File: src/rtl/hdc_am_pkg.sv
// Shared types and default sizes for the class-hypervector associative-memory search.
package hdc_am_pkg;

  localparam int DEF_DATA_W      = 64;
  localparam int DEF_NUM_CLASSES = 8;
  localparam int DEF_NUM_FRAMES  = 3;
  localparam int DEF_CLASS_ID_W  = 3;
  localparam int DEF_FRAME_IDX_W = 2;
  localparam int AM_DIST_W       = $clog2(DEF_NUM_FRAMES * DEF_DATA_W + 1);

  typedef enum logic [1:0] {
    IDLE,
    SEARCH,
    DRAIN,
    DONE
  } am_state_t;

  typedef logic [AM_DIST_W-1:0]      dist_t;
  typedef logic [DEF_CLASS_ID_W-1:0] class_id_t;

endpackage

File: src/rtl/hvec_popcount.sv
// Combinational population count of a W-bit vector, zero-extended to OUT_W bits.
module hvec_popcount #(
  parameter int W     = 64,
  parameter int OUT_W = 8
) (
  input  logic [W-1:0]     vec_i,
  output logic [OUT_W-1:0] count_o
);

  // Sum every bit of the vector into the result.
  always_comb begin
    count_o = '0;
    for (int i = 0; i < W; i++) begin
      count_o = count_o + OUT_W'(vec_i[i]);
    end
  end

endmodule

File: src/rtl/class_hvec_am_search.sv
// Buffers a query hypervector, sweeps every class frame from the class-vector generator,
// accumulates per-class Hamming distance and reports the minimum-distance class.
module class_hvec_am_search
  import hdc_am_pkg::*;
#(
  parameter int DI_PARALLEL_W_BITS = DEF_DATA_W,
  parameter int NUM_CLASSES        = DEF_NUM_CLASSES,
  parameter int NUM_FRAMES         = DEF_NUM_FRAMES,
  parameter int CLASS_ID_W         = DEF_CLASS_ID_W,
  parameter int FRAME_IDX_W        = DEF_FRAME_IDX_W,
  parameter int DIST_W             = AM_DIST_W
) (
  input  logic                          clk,
  input  logic                          rst_n,
  input  logic                          query_valid,
  output logic                          query_ready,
  input  logic [DI_PARALLEL_W_BITS-1:0] query_frame,
  output logic [CLASS_ID_W-1:0]         frame_id,
  output logic [FRAME_IDX_W-1:0]        frame_index,
  input  logic [DI_PARALLEL_W_BITS-1:0] class_vec_in,
  output logic                          result_valid,
  input  logic                          result_ready,
  output logic [CLASS_ID_W-1:0]         result_class,
  output logic [DIST_W-1:0]             result_dist,
  output logic                          busy
);

  am_state_t                     state_q, state_d;
  logic [FRAME_IDX_W-1:0]        ld_cnt_q, ld_cnt_d;
  logic [FRAME_IDX_W-1:0]        frm_cnt_q, frm_cnt_d;
  logic [CLASS_ID_W-1:0]         cls_cnt_q, cls_cnt_d;
  logic [DI_PARALLEL_W_BITS-1:0] qbuf_q [NUM_FRAMES];

  logic [DIST_W-1:0]             pc_q, pc_d;
  logic                          pc_vld_q, pc_vld_d;
  logic                          pc_first_q, pc_first_d;
  logic                          pc_last_q, pc_last_d;
  logic [CLASS_ID_W-1:0]         pc_cls_q, pc_cls_d;
  logic [DIST_W-1:0]             acc_q, acc_d;
  logic [DIST_W-1:0]             best_dist_q, best_dist_d;
  logic [CLASS_ID_W-1:0]         best_cls_q, best_cls_d;

  logic [DIST_W-1:0]             pcount;
  logic [DIST_W-1:0]             sum;
  logic                          lastLd, lastFrm, lastCls, accept;

  assign lastLd  = (ld_cnt_q == FRAME_IDX_W'(NUM_FRAMES - 1));
  assign lastFrm = (frm_cnt_q == FRAME_IDX_W'(NUM_FRAMES - 1));
  assign lastCls = (cls_cnt_q == CLASS_ID_W'(NUM_CLASSES - 1));
  assign accept  = query_valid && (state_q == IDLE);
  assign sum     = (pc_first_q ? '0 : acc_q) + pc_q;

  hvec_popcount #(
    .W     (DI_PARALLEL_W_BITS),
    .OUT_W (DIST_W)
  ) u_popcount (
    .vec_i   (qbuf_q[frm_cnt_q] ^ class_vec_in),
    .count_o (pcount)
  );

  // FSM next state, address counters and all handshake/result outputs.
  always_comb begin
    state_d      = state_q;
    ld_cnt_d     = ld_cnt_q;
    frm_cnt_d    = frm_cnt_q;
    cls_cnt_d    = cls_cnt_q;
    query_ready  = 1'b0;
    frame_id     = '0;
    frame_index  = '0;
    busy         = 1'b0;
    result_valid = 1'b0;
    result_class = '0;
    result_dist  = '0;
    case (state_q)
      IDLE: begin
        query_ready = 1'b1;
        if (query_valid) begin
          if (lastLd) begin
            ld_cnt_d = '0;
            state_d  = SEARCH;
          end else begin
            ld_cnt_d = ld_cnt_q + FRAME_IDX_W'(1);
          end
        end
      end
      SEARCH: begin
        busy        = 1'b1;
        frame_id    = cls_cnt_q;
        frame_index = frm_cnt_q;
        if (lastFrm) begin
          frm_cnt_d = '0;
          if (lastCls) begin
            cls_cnt_d = '0;
            state_d   = DRAIN;
          end else begin
            cls_cnt_d = cls_cnt_q + CLASS_ID_W'(1);
          end
        end else begin
          frm_cnt_d = frm_cnt_q + FRAME_IDX_W'(1);
        end
      end
      DRAIN: begin
        busy    = 1'b1;
        state_d = DONE;
      end
      DONE: begin
        result_valid = 1'b1;
        result_class = best_cls_q;
        result_dist  = best_dist_q;
        if (result_ready) state_d = IDLE;
      end
      default: state_d = IDLE;
    endcase
  end

  // Popcount stage capture, distance accumulation and strict-less-than argmin update.
  always_comb begin
    pc_vld_d    = (state_q == SEARCH);
    pc_d        = pcount;
    pc_cls_d    = cls_cnt_q;
    pc_first_d  = (frm_cnt_q == '0);
    pc_last_d   = lastFrm;
    acc_d       = acc_q;
    best_dist_d = best_dist_q;
    best_cls_d  = best_cls_q;
    if (pc_vld_q) begin
      acc_d = sum;
      if (pc_last_q && (sum < best_dist_q)) begin
        best_dist_d = sum;
        best_cls_d  = pc_cls_q;
      end
    end
    if ((state_q == DONE) && result_ready) best_dist_d = '1;
  end

  // State, counter and pipeline registers with synchronous active-low reset.
  always_ff @(posedge clk) begin
    if (!rst_n) begin
      state_q     <= IDLE;
      ld_cnt_q    <= '0;
      frm_cnt_q   <= '0;
      cls_cnt_q   <= '0;
      pc_q        <= '0;
      pc_vld_q    <= 1'b0;
      pc_first_q  <= 1'b0;
      pc_last_q   <= 1'b0;
      pc_cls_q    <= '0;
      acc_q       <= '0;
      best_dist_q <= '1;
      best_cls_q  <= '0;
    end else begin
      state_q     <= state_d;
      ld_cnt_q    <= ld_cnt_d;
      frm_cnt_q   <= frm_cnt_d;
      cls_cnt_q   <= cls_cnt_d;
      pc_q        <= pc_d;
      pc_vld_q    <= pc_vld_d;
      pc_first_q  <= pc_first_d;
      pc_last_q   <= pc_last_d;
      pc_cls_q    <= pc_cls_d;
      acc_q       <= acc_d;
      best_dist_q <= best_dist_d;
      best_cls_q  <= best_cls_d;
    end
  end

  // Query buffer keeps its contents through reset; it is only written on an accepted frame.
  always_ff @(posedge clk) begin
    if (rst_n && accept) qbuf_q[ld_cnt_q] <= query_frame;
  end

endmodule

File: config.mk
export PLATFORM = sky130hd
export DESIGN_NAME = class_hvec_am_search
export DESIGN_NICKNAME = d
export VERILOG_FILES = /design/src/rtl/hdc_am_pkg.sv /design/src/rtl/hvec_popcount.sv /design/src/rtl/class_hvec_am_search.sv
export SDC_FILE = /design/constraint.sdc
export NUM_CORES = 1
export LEC_CHECK = 0
export ABC_AREA = 1
export ABC_CLOCK_PERIOD_IN_PS = 9400
export CAP_MARGIN = 0
export CELL_PAD_IN_SITES_DETAIL_PLACEMENT = 1
export CELL_PAD_IN_SITES_GLOBAL_PLACEMENT = 1
export CORE_ASPECT_RATIO = 0.6
export CORE_MARGIN = 1
export CORE_UTILIZATION = 38
export CTS_BUF_LIST = sky130_fd_sc_hd__clkbuf_2 sky130_fd_sc_hd__clkbuf_4 sky130_fd_sc_hd__clkbuf_8
export CTS_CLUSTER_SIZE = 40
export DETAILED_ROUTE_END_ITERATION = 8
export DONT_BUFFER_PORTS = 1
export PLACE_DENSITY = 0.64
export SYNTH_ARGS = -nofsm -noshare
export SYNTH_HDL_FRONTEND = slang
export SYNTH_HIERARCHICAL = 1
export SYNTH_SLANG_ARGS = --single-unit
File: constraint.sdc
create_clock -name clk -period 9.4 [get_ports clk]
set_input_delay 0.94 -clock clk [delete_from_list [all_inputs] [get_ports clk]]
set_output_delay 0.94 -clock clk [all_outputs]
set_load 0.02 [all_outputs]
# After elaboration in Yosys (flattened, before gate mapping)

Memories as Yosys holds them, arrays and structs flattened. A register that Yosys moved wholly into a read port is not among the register bits.
Cells that the tools add are included.

Add/sub/neg operators: 67
Order comparisons: 1
Equality and inequality tests: 11
Muxes and demuxes: 21
Bitwise gates (word level): 2
Reductions and logical operators: 12

Operators with widths:

| operator            | count |
|---|---|
| $add 8x1->8         | 62 |
| $xor 64x64->64      | 1 |
| $mux 2              | 10 |
| $mux 8              | 2 |
| $mux 3              | 3 |
| $add 8x8->8         | 1 |
| $eq 2x2->1 const B  | 4 |
| $lt 8x8->1          | 1 |
| $pmux 2 s4          | 1 |
| $ne 2x2->1 const B  | 3 |
| $reduce_and 2->1    | 3 |
| $mux 1              | 5 |
| $reduce_and 5->1    | 1 |
| $add 2x1->2 const B | 2 |
| $logic_and 1x1->1   | 4 |
| $logic_not 2->1     | 2 |
| $ne 2x1->1 const B  | 2 |
| $reduce_or 2->1     | 2 |
| $add 3x1->3 const B | 1 |
| $eq 3x3->1 const B  | 1 |
| $add 1x1->2         | 1 |
| $eq 2x1->1 const B  | 1 |
| $not 1->1           | 1 |

Flip-flop bits (word level): 42
RAM bits: 192
Output and inout port bits: 19
Memories kept: 1

Memories:

| name   | depth | width | rd ports | clocked after memory_dff | write ports | RTL line                   | source |
|---|---|---|---|---|---|---|---|
| qbuf_q | 3     | 64    | 1        | 1                        | 1           | class_hvec_am_search.sv:32 | `logic [DI_PARALLEL_W_BITS-1:0] qbuf_q [NUM_FRAMES];` |

# Longest topological paths before layout

Depth after elaboration: 64
Depth in mapped cells: 32
Depth with buffers taken out: 31

# Hierarchy

Netlist, hierarchy kept.

By module, submodules not included:

| module               | instances | cells an instance | area an instance (um2) | sequential area each (um2) |
|---|---|---|---|---|
| class_hvec_am_search | 1         | 868               | 9,932.0                | 6,646.4 |
| hvec_popcount        | 1         | 187               | 1,756.7                | 0.0 |

# Least setup slack after synthesis

OpenSTA, ideal clock, no wires.

Kind: input port to flip-flop
Start point: in class_vec_in[0]
End point: reg pc_q[4]
Library setup time: 57 ps
Arrival: 7,008 ps
Data required time: 9,343 ps
Setup slack: 2,335 ps
Stages: 21
Cell sequence: xnor2_1 -> inv_1 -> fa_1 -> fa_1 -> fa_1 -> fa_1 -> inv_1 -> ha_1 -> inv_1 -> fa_1 -> fa_1 -> fa_1 -> fa_1 -> fa_1 -> fa_1 -> fa_1 -> nand3b_1 -> nand2_1 -> xor2_1 -> nand2_1 -> inv_1

Cells in the longest elaborated chain, start to end: 64

Ends and longest elaborated chain:

| item                      | RTL line                    | source |
|---|---|---|
| start, declared           | class_hvec_am_search.sv:20  | `input logic [DI_PARALLEL_W_BITS-1:0] class_vec_in,` |
| $xor 64x64->64            | class_hvec_am_search.sv:57  | `.vec_i (qbuf_q[frm_cnt_q] ^ class_vec_in),` |
| $add 1x1->2               | hvec_popcount.sv:14         | `count_o = count_o + OUT_W'(vec_i[i]);` |
| $add 8x1->8 (62 in a row) | hvec_popcount.sv:14         |  |
| named net pc_d[4]         | class_hvec_am_search.sv:34  | `logic [DIST_W-1:0] pc_q, pc_d;` |
| end signal, assigned      | class_hvec_am_search.sv:156 | `pc_q <= pc_d;` |
| end, declared             | class_hvec_am_search.sv:34  |  |

The timed path passes the listed nets, and every way through them passes these cells.
A chain may end at the register's enable or synchronous reset.

==> metrics.md <==
| Metric | Value |
|---|---|
| Status | `completed` |
| CP Capture Type | `flop` |
| Top Ports | `151` |
| Starting density of the core | `0.3883` |
| Fmax achieved | `~130 MHz` |
| Drt total wl | `28.31 mm` |
| DP Cell Count | `1435` |
| Drt first pass iters | `6` |
| Setup Buffers After CTS | `0` |
| Syn Nets | `1279` |
| Worst slew margin | `0.3206` |
| Slowest cell on crit path | `fa_1` |
| Synth async-reset ratio | `0` |
| Clock Latency Late Sink | `about 0.56 ns` |
| Kind of critical path | `flop to flop` |
| Final setup viols | `0` |
| Synth Cell Area | `0.01169 mm²` |
| Gr ovfl total | `0` |
| Root Buffer Master | `clkbuf_8` |
| Worst Skew | `around 0.033 ns` |
| H-tree Lvls | `2` |
| Worst-Margin Slew | `between 1 and 1.5 ns` |
| Seq/Total Area, Yosys | `0.5686` |
| Placed cell area | `0.01206 mm²` |
| Initial antenna violation count | `0` |
| Most used DFF post-synth | `edfxtp_1` |
| I/O Buffers | `0` |
| Most common cell after layout, fill and taps aside | `nand2_1` |
| Critical path fanouts, max | `30` |
| Core Area | `0.03010 mm²` |
| #FFs+latches synth | `236` |
| Post-route ant nets | `0` |
| Yosys warns | `6` |
| Worst hold margin | `0.4582 ns` |
| Setup TNS | `0 ns` |
| Most used cell, CP | `fa_1` |
| Rows | `49` |
| Clk buf depth | `3` |
| DIE AREA | `roughly 0.031 mm²` |
| Avg Cell Area, Syn | `around 11 µm²` |
| Commonest cells after routing, fill and taps aside | `nand2_1, edfxtp_1, inv_1, nand3_1, xnor2_1` |
| RSZ-0062 raised after global routing | `no` |
| Cells after Synth | `1055` |
| Avg WL per Cell | `approximately 19 µm` |
| Ratio of cells with drive above 1 in the final layout | `0.08015` |
| Critical path's top delay family | `adder cells` |
| Vias/cell | `4.700` |
| Crit path cell chain | `clkinv_2 > nand3_1 > o21ai_1 > xnor2_1 > inv_1 > fa_1 > fa_1 > fa_1 > fa_1 > inv_1 > ha_1 > inv_1 > fa_1 > fa_1 > fa_1 > fa_1 > fa_1 > fa_1 > fa_1 > nand3b_1 > nand2_1 > xor2_1 > nand2_1 > inv_1` |
| WP data arrival | `7.95 ns` |
| Routability-driven placement congestion ratio | `about 0.8` |
| Final Hold Fails | `0` |
| Max-slew violations | `0` |
| Hold buffers post-CTS | `0` |
| # DRC | `0` |
| Post-route insts no fill | `1507` |
| Slowest stage delay, CP | `0.57 ns` |
| TritonCTS Sinks | `236` |
| HPWL after detailed placement | `19.83 mm` |
| CTS-repair resized insts | `0` |
| First-pass GRT wire length | `43.12 mm` |
| Die height | `137.9 µm` |
| 1st-iter DRT viols | `334` |
| CTS tree | `done` |
| CP Launch Type | `flop` |
| Design area | `0.01284 mm²` |
| Worst Path Buf+Inv | `5` |
| Layout Nets | `1292` |
| Min Tclk post-route | `7.477 ns` |
| Synth unique cells | `36` |
| Filler instances | `approximately 3300` |
| All-Layer GR Usage | `0.1821` |
| Max-Cap Viols | `0` |
| Layout area overhead | `9.838%` |
| CTS buffer count | `39` |
| Die width | `228.4 µm` |
| CTS clk-pin slew, worst paths | `0.06 ns` |
| Final period utilization | `0.7954` |
| Worst hold-check path type | `flop to flop` |
| Largest net degree at the start of global routing | `65` |
| Post-synth EDFFs | `192` |
| Critical path required time | `9.87 ns` |
| Vias in the first global route | `7510` |
| Vias | `between 7000 and 8000` |
==> final cells by class <==
class / instances / area [µm²] / share of cell area
Clock buffer: 56 / 695.7 / 0.05419
Timing Repair Buffer: 7 / 52.55 / 0.004093
Sequential cell: 236 / 6648 / 0.5178
Clock inverter: 15 / 76.32 / 0.005945
Antenna cell: 1 / 2.502 / 0.0001949
Tap cell: 408 / 510.5 / 0.03976
Multi-Input combinational cell: 616 / 4222 / 0.3288
Inverter: 168 / 631.9 / 0.04922
==> tightest hold or removal path, cell delays in order (launching register included) <==
cell and delay [ns]:
dfxtp_1 0.31, nor2_1 0.04, nor2_1 0.08
==> registers in the layout, summed over array words and instances (netlist names), named ones only <==
name and cells:
pc_cls_q 3, pc_first_q 1, best_dist_q 8, pc_last_q 1
acc_q 8, qbuf_q 192, cls_cnt_q 3, state_q 2
best_cls_q 3, pc_vld_q 1, ld_cnt_q 2, frm_cnt_q 2
pc_q 8
==> routing by layer <==
metal  up-vias  global-route usage  wire length [µm]
met3        25             0.06476              2457
met2       165              0.2646             11680
li1       3462                   -                 -
met1      3431              0.2612             13870
met5         -                   0                 0
met4         0             0.03654               297
==> Yosys cell counts (2+ instances only) <==
cell | instances | share of area
nand2_1 | 217 | 0.070
edfxtp_1 | 192 | 0.49
inv_1 | 164 | 0.053
nand3_1 | 90 | 0.039
xnor2_1 | 68 | 0.051
o21ai_0 | 64 | 0.027
fa_1 | 54 | 0.092
dfxtp_1 | 44 | 0.075
ha_1 | 38 | 0.041
nor2_1 | 30 | 0.0096
a21oi_1 | 20 | 0.0086
buf_2 | 13 | 0.0056
clkbuf_1 | 9 | 0.0029
buf_4 | 7 | 0.0045
o21ai_1 | 7 | 0.0030
buf_6 | 5 | 0.0048
inv_2 | 4 | 0.0013
nand3b_1 | 3 | 0.0019
nor3_1 | 3 | 0.0013
xor2_1 | 3 | 0.0022
a211oi_1 | 2 | 0.0013
nand2_2 | 2 | 0.0011
nand4_1 | 2 | 0.0011
o22ai_1 | 2 | 0.0011
==> worst paths after layout <==
kind / end / start / cells past startpoint / slack, ns
worst min-delay path: best_cls_q[0] / pc_cls_q[0] / 2 / 0.46
worst max register to register: pc_q[4] / flop / 24 / 1.92
worst max-delay path: pc_q[4] / flop / 24 / 1.92
worst min register to register: best_cls_q[0] / pc_cls_q[0] / 2 / 0.46
==> stage by stage <==
| stage | util | setup WS [ns] |
|---|---|---|
| 4_1_cts | 0.4264 | 1.908 |
| 6_report | 0.4265 | 1.923 |
| 5_1_grt | 0.4264 | 1.576 |
| 2_1_floorplan | - | 2.335 |
| 3_3_place_gp | 0.4008 | 2.079 |
| 3_5_place_dp | 0.4008 | 1.937 |
==> kinds of logic (layout without fill, tap and decap cells) <==
family                   count (synthesis)  in the layout  synth area share
adder cells (fa/ha/maj)                 92             92            0.1332
AND/OR/NAND/NOR                        351            351            0.1264
buffers and inverters                  203            246           0.07215
flip-flops                             236            236            0.5686
XOR/XNOR                                72             72           0.05459
other                                    1              2         0.0003208
AO/OA/AOI/OAI                          100            100           0.04474
Power is left out: the tool's default activity adds up to more than one toggle a clock period on the data nets, which glitch-free logic cannot reach.
